## src/rtl/mips_defs.sv

```systemverilog
// Shared MIPS pipeline definitions: writeback select codes, load sizes, GPR constants.
package mips_defs;

  typedef enum logic [1:0] {
    WB_SEL_ALU  = 2'd0,
    WB_SEL_MEM  = 2'd1,
    WB_SEL_LINK = 2'd2,
    WB_SEL_RSVD = 2'd3
  } wb_sel_e;

  typedef enum logic [1:0] {
    LOAD_WORD = 2'd0,
    LOAD_HALF = 2'd1,
    LOAD_BYTE = 2'd2,
    LOAD_RSVD = 2'd3
  } load_size_e;

  localparam logic [4:0] GPR_ZERO = 5'd0;

  // Contents of the MEM/WB pipeline register.
  typedef struct packed {
    logic        valid;
    logic        reg_write;
    logic [4:0]  dest;
    wb_sel_e     sel;
    logic [31:0] alu_result;
    logic [31:0] mem_data;
    logic [31:0] pc_plus8;
    load_size_e  load_size;
    logic        load_unsigned;
  } wb_reg_t;

endpackage

```

## src/rtl/load_extender.sv

```systemverilog
// Combinational load aligner: picks the addressed byte/half from the memory word,
// sign- or zero-extends it, and flags illegal alignment.
module load_extender
  import mips_defs::*;
#(
  parameter bit BIG_ENDIAN = 1'b1
) (
  input  logic [31:0] mem_data,
  input  logic [1:0]  offset,
  input  load_size_e  size,
  input  logic        load_unsigned,
  output logic [31:0] data,
  output logic        misaligned
);

  logic [1:0]  lane;
  logic        half_hi;
  logic [7:0]  byte_val;
  logic [15:0] half_val;

  // Lane selection, extension and alignment check; reserved size behaves as a word.
  always_comb begin
    lane       = BIG_ENDIAN ? (2'd3 - offset) : offset;
    half_hi    = BIG_ENDIAN ? ~offset[1] : offset[1];
    byte_val   = mem_data[{lane, 3'b000} +: 8];
    half_val   = half_hi ? mem_data[31:16] : mem_data[15:0];
    data       = mem_data;
    misaligned = 1'b0;
    case (size)
      LOAD_BYTE: data = {{24{~load_unsigned & byte_val[7]}}, byte_val};
      LOAD_HALF: begin
        data       = {{16{~load_unsigned & half_val[15]}}, half_val};
        misaligned = offset[0];
      end
      default:   misaligned = (offset != 2'd0);
    endcase
  end

endmodule

```

## src/rtl/writeback_stage.sv

```systemverilog
// MEM/WB pipeline register, result select and register-file write gating,
// plus a retired-instruction counter for debug.
module writeback_stage
  import mips_defs::*;
#(
  parameter int unsigned RETIRE_CNT_WIDTH = 32,
  parameter bit          BIG_ENDIAN       = 1'b1
) (
  input  logic                        clock,
  input  logic                        reset,
  input  logic                        stall,
  input  logic                        flush,
  input  logic                        in_valid,
  input  logic                        in_reg_write,
  input  logic [4:0]                  in_dest,
  input  logic [1:0]                  in_wb_sel,
  input  logic [31:0]                 in_alu_result,
  input  logic [31:0]                 in_mem_data,
  input  logic [31:0]                 in_pc_plus8,
  input  logic [1:0]                  in_load_size,
  input  logic                        in_load_unsigned,
  output logic [4:0]                  write_address,
  output logic [31:0]                 write_data_in,
  output logic                        WriteEnable,
  output logic                        wb_valid,
  output logic                        load_misaligned,
  output logic [RETIRE_CNT_WIDTH-1:0] retired_count
);

  wb_reg_t     wb_q;
  wb_reg_t     wb_d;
  logic [31:0] load_data;
  logic        ext_misaligned;
  logic        misaligned_live;

  // Pack the incoming MEM-stage fields into the register format.
  always_comb begin
    wb_d               = '0;
    wb_d.valid         = in_valid;
    wb_d.reg_write     = in_reg_write;
    wb_d.dest          = in_dest;
    wb_d.sel           = wb_sel_e'(in_wb_sel);
    wb_d.alu_result    = in_alu_result;
    wb_d.mem_data      = in_mem_data;
    wb_d.pc_plus8      = in_pc_plus8;
    wb_d.load_size     = load_size_e'(in_load_size);
    wb_d.load_unsigned = in_load_unsigned;
  end

  // WB register: flush clears (and beats stall), stall holds, otherwise capture.
  always_ff @(posedge clock or negedge reset) begin
    if (!reset) begin
      wb_q <= '0;
    end else if (flush) begin
      wb_q <= '0;
    end else if (!stall) begin
      wb_q <= wb_d;
    end
  end

  load_extender #(
    .BIG_ENDIAN(BIG_ENDIAN)
  ) u_load_extender (
    .mem_data     (wb_q.mem_data),
    .offset       (wb_q.alu_result[1:0]),
    .size         (wb_q.load_size),
    .load_unsigned(wb_q.load_unsigned),
    .data         (load_data),
    .misaligned   (ext_misaligned)
  );

  // Result select and write gating driven straight from the WB register.
  always_comb begin
    misaligned_live = wb_q.valid && (wb_q.sel == WB_SEL_MEM) && ext_misaligned;
    case (wb_q.sel)
      WB_SEL_ALU:  write_data_in = wb_q.alu_result;
      WB_SEL_MEM:  write_data_in = load_data;
      WB_SEL_LINK: write_data_in = wb_q.pc_plus8;
      default:     write_data_in = '0;
    endcase
    wb_valid        = wb_q.valid;
    load_misaligned = misaligned_live;
    write_address   = wb_q.valid ? wb_q.dest : GPR_ZERO;
    WriteEnable     = wb_q.valid && wb_q.reg_write && (wb_q.dest != GPR_ZERO) &&
                      !misaligned_live && (wb_q.sel != WB_SEL_RSVD);
  end

  // Count the instruction leaving WB; a flush kills only the incoming one.
  always_ff @(posedge clock or negedge reset) begin
    if (!reset) begin
      retired_count <= '0;
    end else if (wb_q.valid && !stall) begin
      retired_count <= retired_count + RETIRE_CNT_WIDTH'(1);
    end
  end

endmodule

```

## config.mk

```make
export PLATFORM = sky130hd
export DESIGN_NAME = writeback_stage
export DESIGN_NICKNAME = d
export VERILOG_FILES = /design/src/rtl/mips_defs.sv /design/src/rtl/load_extender.sv /design/src/rtl/writeback_stage.sv
export SDC_FILE = /design/constraint.sdc
export NUM_CORES = 1
export LEC_CHECK = 0
export CORE_ASPECT_RATIO = 2
export CORE_MARGIN = 2
export CORE_UTILIZATION = 46
export CTS_BUF_LIST = sky130_fd_sc_hd__clkbuf_8
export DETAILED_ROUTE_END_ITERATION = 7
export PLACE_DENSITY_LB_ADDON = 0.08
export SLEW_MARGIN = 20
export SYNTH_ARGS = -nofsm -noshare
export SYNTH_HDL_FRONTEND = slang
export SYNTH_SLANG_ARGS = --single-unit
export TNS_END_PERCENT = 30
```

## constraint.sdc

```tcl
create_clock -name clock -period 2 [get_ports clock]
set_input_delay 0.3 -clock clock [delete_from_list [all_inputs] [get_ports clock]]
set_output_delay 0.3 -clock clock [all_outputs]
set_load 0.005 [all_outputs]
```

**Word level (Yosys, flattened, before mapping)**

Index checks and enable logic that the tools add are counted.

- Logic and storage cells: 41
- Input port bits: 112
- Register bits: 140
- Output and inout port bits: 72

- Bitwise gates (word level): 3
- Multiplexer cells: 7
- Shift operators: 1
- Reductions and logical operators: 12
- Equality and inequality tests: 6
- Add/subtract/negate cells: 2

Operators with widths:

| kind | number |
|---|---|
| 108-bit two-way mux | 2 |
| 32-bit case mux with 3 select lines | 1 |
| 32-bit case mux with 2 select lines | 1 |
| 32-bit by 1-bit adder with 32-bit output (second input constant) | 1 |
| 32-bit by 6-bit indexed part select with 8-bit output | 1 |
| 16-bit two-way mux | 1 |
| 1-bit logical AND | 7 |
| 5-bit two-way mux | 1 |
| 5-bit nonzero test | 1 |
| 2-bit by 1-bit equality test with 1-bit output (second input constant) | 2 |
| 2-bit equality test (second input constant) | 2 |
| 1-bit bitwise AND | 2 |
| 1-bit zero test | 2 |
| 2-bit zero test | 1 |
| 2-bit by 1-bit != test with 1-bit output (second input constant) | 1 |
| 2-bit != test (second input constant) | 1 |
| 1-bit case mux with 2 select lines | 1 |
| 2-bit nonzero test | 1 |
| 2-bit subtractor (first input constant) | 1 |
| 1-bit NOT | 1 |

**Depth between registers and ports, before layout**

- Depth after elaboration: 6
- Depth in mapped cells: 8
- Mapped depth without buffers: 6

**Modules after synthesis**

A second synthesis with hierarchy kept.

- Cells, all modules: 716
- Area total of the unflattened synthesis: 7234.4 µm²

Modules (own cells, without submodules):

| module | times used | area an instance (µm²) | sequential area each (µm²) | cells each |
|---|---|---|---|---|
| writeback_stage | 1 | 6516.2 | 3503.4 | 594 |
| load_extender | 1 | 718.2 | 0.0 | 122 |

**Least setup slack after synthesis**

No wires, ideal clock.

- Path kind: reg-to-output
- Start: register wb_q[1] in the netlist's numbering
- End: output write_data_in[16]
- Stages on the path, launching flop included: 9
- Data required time: 1.700 ns
- Slack: -0.052 ns
- Arrival time: 1.752 ns
- Path buffers: 2
- Cells stage by stage: dfrtp_1 inv_1 ha_1 inv_1 nand2_1 or3_1 buf_4 buf_6 o211ai_1

- Cells in the longest elaborated chain, start to end: 3
- Elaborated cells on any way between the ends: 4
- Those cells by class: eq/ne: 2; mux: 2

RTL lines:

| item | RTL line | RTL |
|---|---|---|
| from (decl) | writeback_stage.sv:30 | `wb_reg_t wb_q;` |
| from (signal assigned) | writeback_stage.sv:57 | `wb_q <= wb_d;` |
| 2-bit by 1-bit equality test with 1-bit output or 2-bit equality test (tied branches) | load_extender.sv:29 | `case (size)` |
| 32-bit case mux with 2 select lines (*) | load_extender.sv:29 |  |
| 32-bit case mux with 3 select lines (*) | writeback_stage.sv:75 | `case (wb_q.sel)` |
| to (decl) | writeback_stage.sv:23 | `output logic [31:0] write_data_in,` |

Every way passes the cells marked *; elsewhere a longest branch is shown, timed or not.

**Worst setup path in the final report**

- Start: register wb_q[68] in the netlist's numbering
- End: output write_data_in[15]

- Cells in the longest elaborated chain, start to end: 5
- Elaborated cells on any way between the ends: 6
- Those cells by class: add/sub: 1; shift: 1; mux: 3; bitwise: 1

RTL lines:

| item | RTL line | RTL |
|---|---|---|
| 2-bit subtractor | load_extender.sv:23 | `lane = BIG_ENDIAN ? (2'd3 - offset) : offset;` |
| 32-bit by 6-bit indexed part select with 8-bit output | load_extender.sv:25 | `byte_val = mem_data[{lane, 3'b000} +: 8];` |
| 1-bit bitwise AND | load_extender.sv:30 | `LOAD_BYTE: data = {{24{~load_unsigned & byte_val[7]}}, byte_val};` |
| 32-bit case mux with 2 select lines (*) | load_extender.sv:29 |  |
| 32-bit case mux with 3 select lines (*) | writeback_stage.sv:75 |  |

Marked as above.

==> results.toml <==
[timing]
finClkSkew_ps = 8.57
maxSlewViolCount = 0
hold_viol = 0
worst_slack_ps = -659
slew_headroom = 0.649
tightest_slew_ps = 527
post-route-period-util = 1.33
min_period_ps = 2660
setup_viol = 34
timing.fmax_mhz = 376
rsz0062_at_grt = "yes"

[clock_network]
clk-insertion-delay-late_ps = 450
cts-root-buf = "clkbuf_8"
clockBufferDepth = 2
cts_tree = "yes"
cts_buffers = 17
htreeDepth = 4
path_clk_slew_ps = 80
cts_sinks = 140

[setup_path]
path_depth = 6
crit_start = "wb_q[68]"
rr_worst_depth = 6
setup.worst_path.end = "write_data_in[15]"
endpoint_kind = "primary output"
r2r-start = "retired_count[0]"
worstPathArrival_ps = 2360
cp_slowest_cell = "mux4_2"
worst-path-buf-inv = 2
r2r_slack_ps = 280
crit_chain = "mux4_2 -> and3b_2 -> buf_6 -> a211oi_2 -> o22ai_1 -> buf_2"
path_class = "flip-flop to primary output"
start_kind = "flip-flop"
cpPeakStageDelay_ps = 580
cp_top_family = "multiplexers"
cp.required_ps = 1700
timing.rr.end = "retired_count[28]"
path_max_fanout = 7

[synth]
ys_async_sr_fraction = 1.00
yosysTopAreaCell = "dfrtp_1"
ys_seq_area_frac = 0.498
syn_area_per_cell_sq_um = 10.9
synthCells = 645
syn_area_sq_um = 7030
netlist.area_leader.share = 0.498
ys_top_cells_by_area = "dfrtp_1 (50%), mux2i_1 (20%), nor2_1 (6.7%)"
syn_nets = 760
synth_commonest_cells = "dfrtp_1 (140), mux2i_1 (140), nor2_1 (125)"
yosys_warnings = 0
synth_ff_type = "dfrtp_1"
ys_types = 43
ys_ff_latch = 140
synth_edf_count = 0

[global_routing]
first_global_vias = 5901
grt_pass1_wl_mm = 31.5
grt_max_degree = 60
grt.total_usage = 0.249
antenna_found_initial = 0
overflow = 0

[cells_and_area]
post-route-util = 0.664
drive_gt1_frac = 0.216
n_antenna_cell = 0
fillers = 1233
multiInputGateArea_sq_um = 3470
syn2layout_area_growth_pct = 43.0
layout.nets = 990
register_area_sq_um = 3510

[power]
p_clk_frac = 0.353
comb_power_share = 0.186
ir_drop_v = 0.000427
powerDensity_nw_per_um2 = 676
p_leak_nw = 4.78
p_int_mw = 4.97
seqPwrFrac = 0.461
p_switching_mw = 1.82
p_sw_frac = 0.268

[routing]
drcViolationCount = 0
via_per_inst = 5.29
drt-initial-drc-count = 341
dr.pass1.iters = 5
wl_per_cell_microns = 18.4
route.vias.total = 5745
finalWirelength_mm = 20.0
drtAntennaViolNets = 0

[run_status]
violations = "negative setup slack"
status = "complete, but fails checks"

[die]
die_w_microns = 91.4
io_pins = 184
fp.coreArea_sq_um = 15100
die-area_sq_um = 16300
start_util = 0.464
rows = 64
die_h_microns = 179

[flow_run]
cap_violations = 0

[placement]
hpwl_mm = 13.6
gp_congestion = 0.878
port_buffers = 183
dp_slack_ps = -469

[hold_path]
hold_path.class = "primary input to flip-flop"
layer usage:
layer	routed length, microns	track usage	vias to the layer above
met4	489	0.0934	0
met2	9690	0.396	187
met3	1250	0.0580	31
met5	0	0	-
met1	8580	0.329	2805
li1	-	-	2722
metrics by stage:
stage,std cells,total power [mW],hold WS [ps],TNS (ps),cell area [sq um]
floorplan,645,3.68,4.41,0,7030
global placement,1027,4.37,266,-11410,9340
detailed placement,1027,4.39,261,-12400,9340
CTS,1083,6.83,284,-15600,9990
global route,1085,7.09,329,-18580,10000
finish,1085,6.79,300,-16330,10000
worst min-delay path by stage:
stage                        to  depth (start not counted)  startpoint
6_report              wb_q[103]                          2       flush
5_1_grt               wb_q[105]                          2       flush
4_1_cts        retired_count[2]                          3       stall
3_5_place_dp           wb_q[70]                          1       reset
3_3_place_gp           wb_q[70]                          1       reset
2_1_floorplan  retired_count[0]                          0       reset
final cells by class:
class                      instances  share of cell area
tap                              198              0.0247
multi-input combinational        454               0.345
sequential                       140               0.349
inverter                           5             0.00187
timing repair buffer             257               0.239
clock buffer                      19              0.0260
clock inverter                    12              0.0147
placed cells by master, fill, tap and decap left out, drive strengths merged, types with 3 or more instances in the layout:
cell type	count
clkdlybuf4s50	142
mux2i	140
dfrtp	140
nor2	125
buf	106
nand2	29
xnor2	24
clkbuf	21
o211ai	16
nand3	11
o21ai	10
o22ai	10
mux2	10
and2	9
nand4	9
a211oi	8
xor2	7
a32oi	7
a211o	6
inv	6
dlygate4sd2	5
and4	4
clkinvlp	4
clkinv	4
nor2b	4
and3	3
bufinv	3
nor4	3
ha	3
cell families (layout without fill, tap and decap cells):
kind of cell / Yosys count / in the layout / share of synthesized area
buffers and inverters: 51 / 293 / 0.0347
muxes: 151 / 151 / 0.219
adders and majority gates: 3 / 3 / 0.00534
DFF: 140 / 140 / 0.498
and+or+nand+nor: 205 / 205 / 0.134
xor gates and xnor gates: 31 / 31 / 0.0386
AOI/OAI and AO/OA: 64 / 64 / 0.0707
sequential cells by signal (all words and copies together) (netlist names):
| register | count |
|---|---|
| wb_valid | 1 |
| retired_count | 32 |
| wb_q | 107 |
power by group through the flow:
stage	Sequential, mW	Clock, mW	Combinational (mW)
global route	3.15	2.56	1.37
floorplan	3.14	0	0.544
detailed placement	3.18	0	1.21
CTS	3.13	2.46	1.25
global placement	3.17	0	1.20
finish	3.13	2.40	1.26
worst register-to-register path, stage by stage, from the launching register on:
cell and delay (ps):
dfrtp_1 440, ha_1 180, nand3b_1 180, nor4_4 310, buf_4 220, nand4_1 130, xnor2_1 150
timing repair:
action | 4_1_cts | 5_1_grt
pin swaps | 35 | 18
gates cloned | 2 | 0
endpoints found under the setup margin | 40 | 34
setup buffers | 22 | 3
hold endpoints to repair | 39 | 0
hold buffers | 1 | 0
gates resized for setup | 172 | 17
No activity file was read; power rests on OpenSTA's default activity.
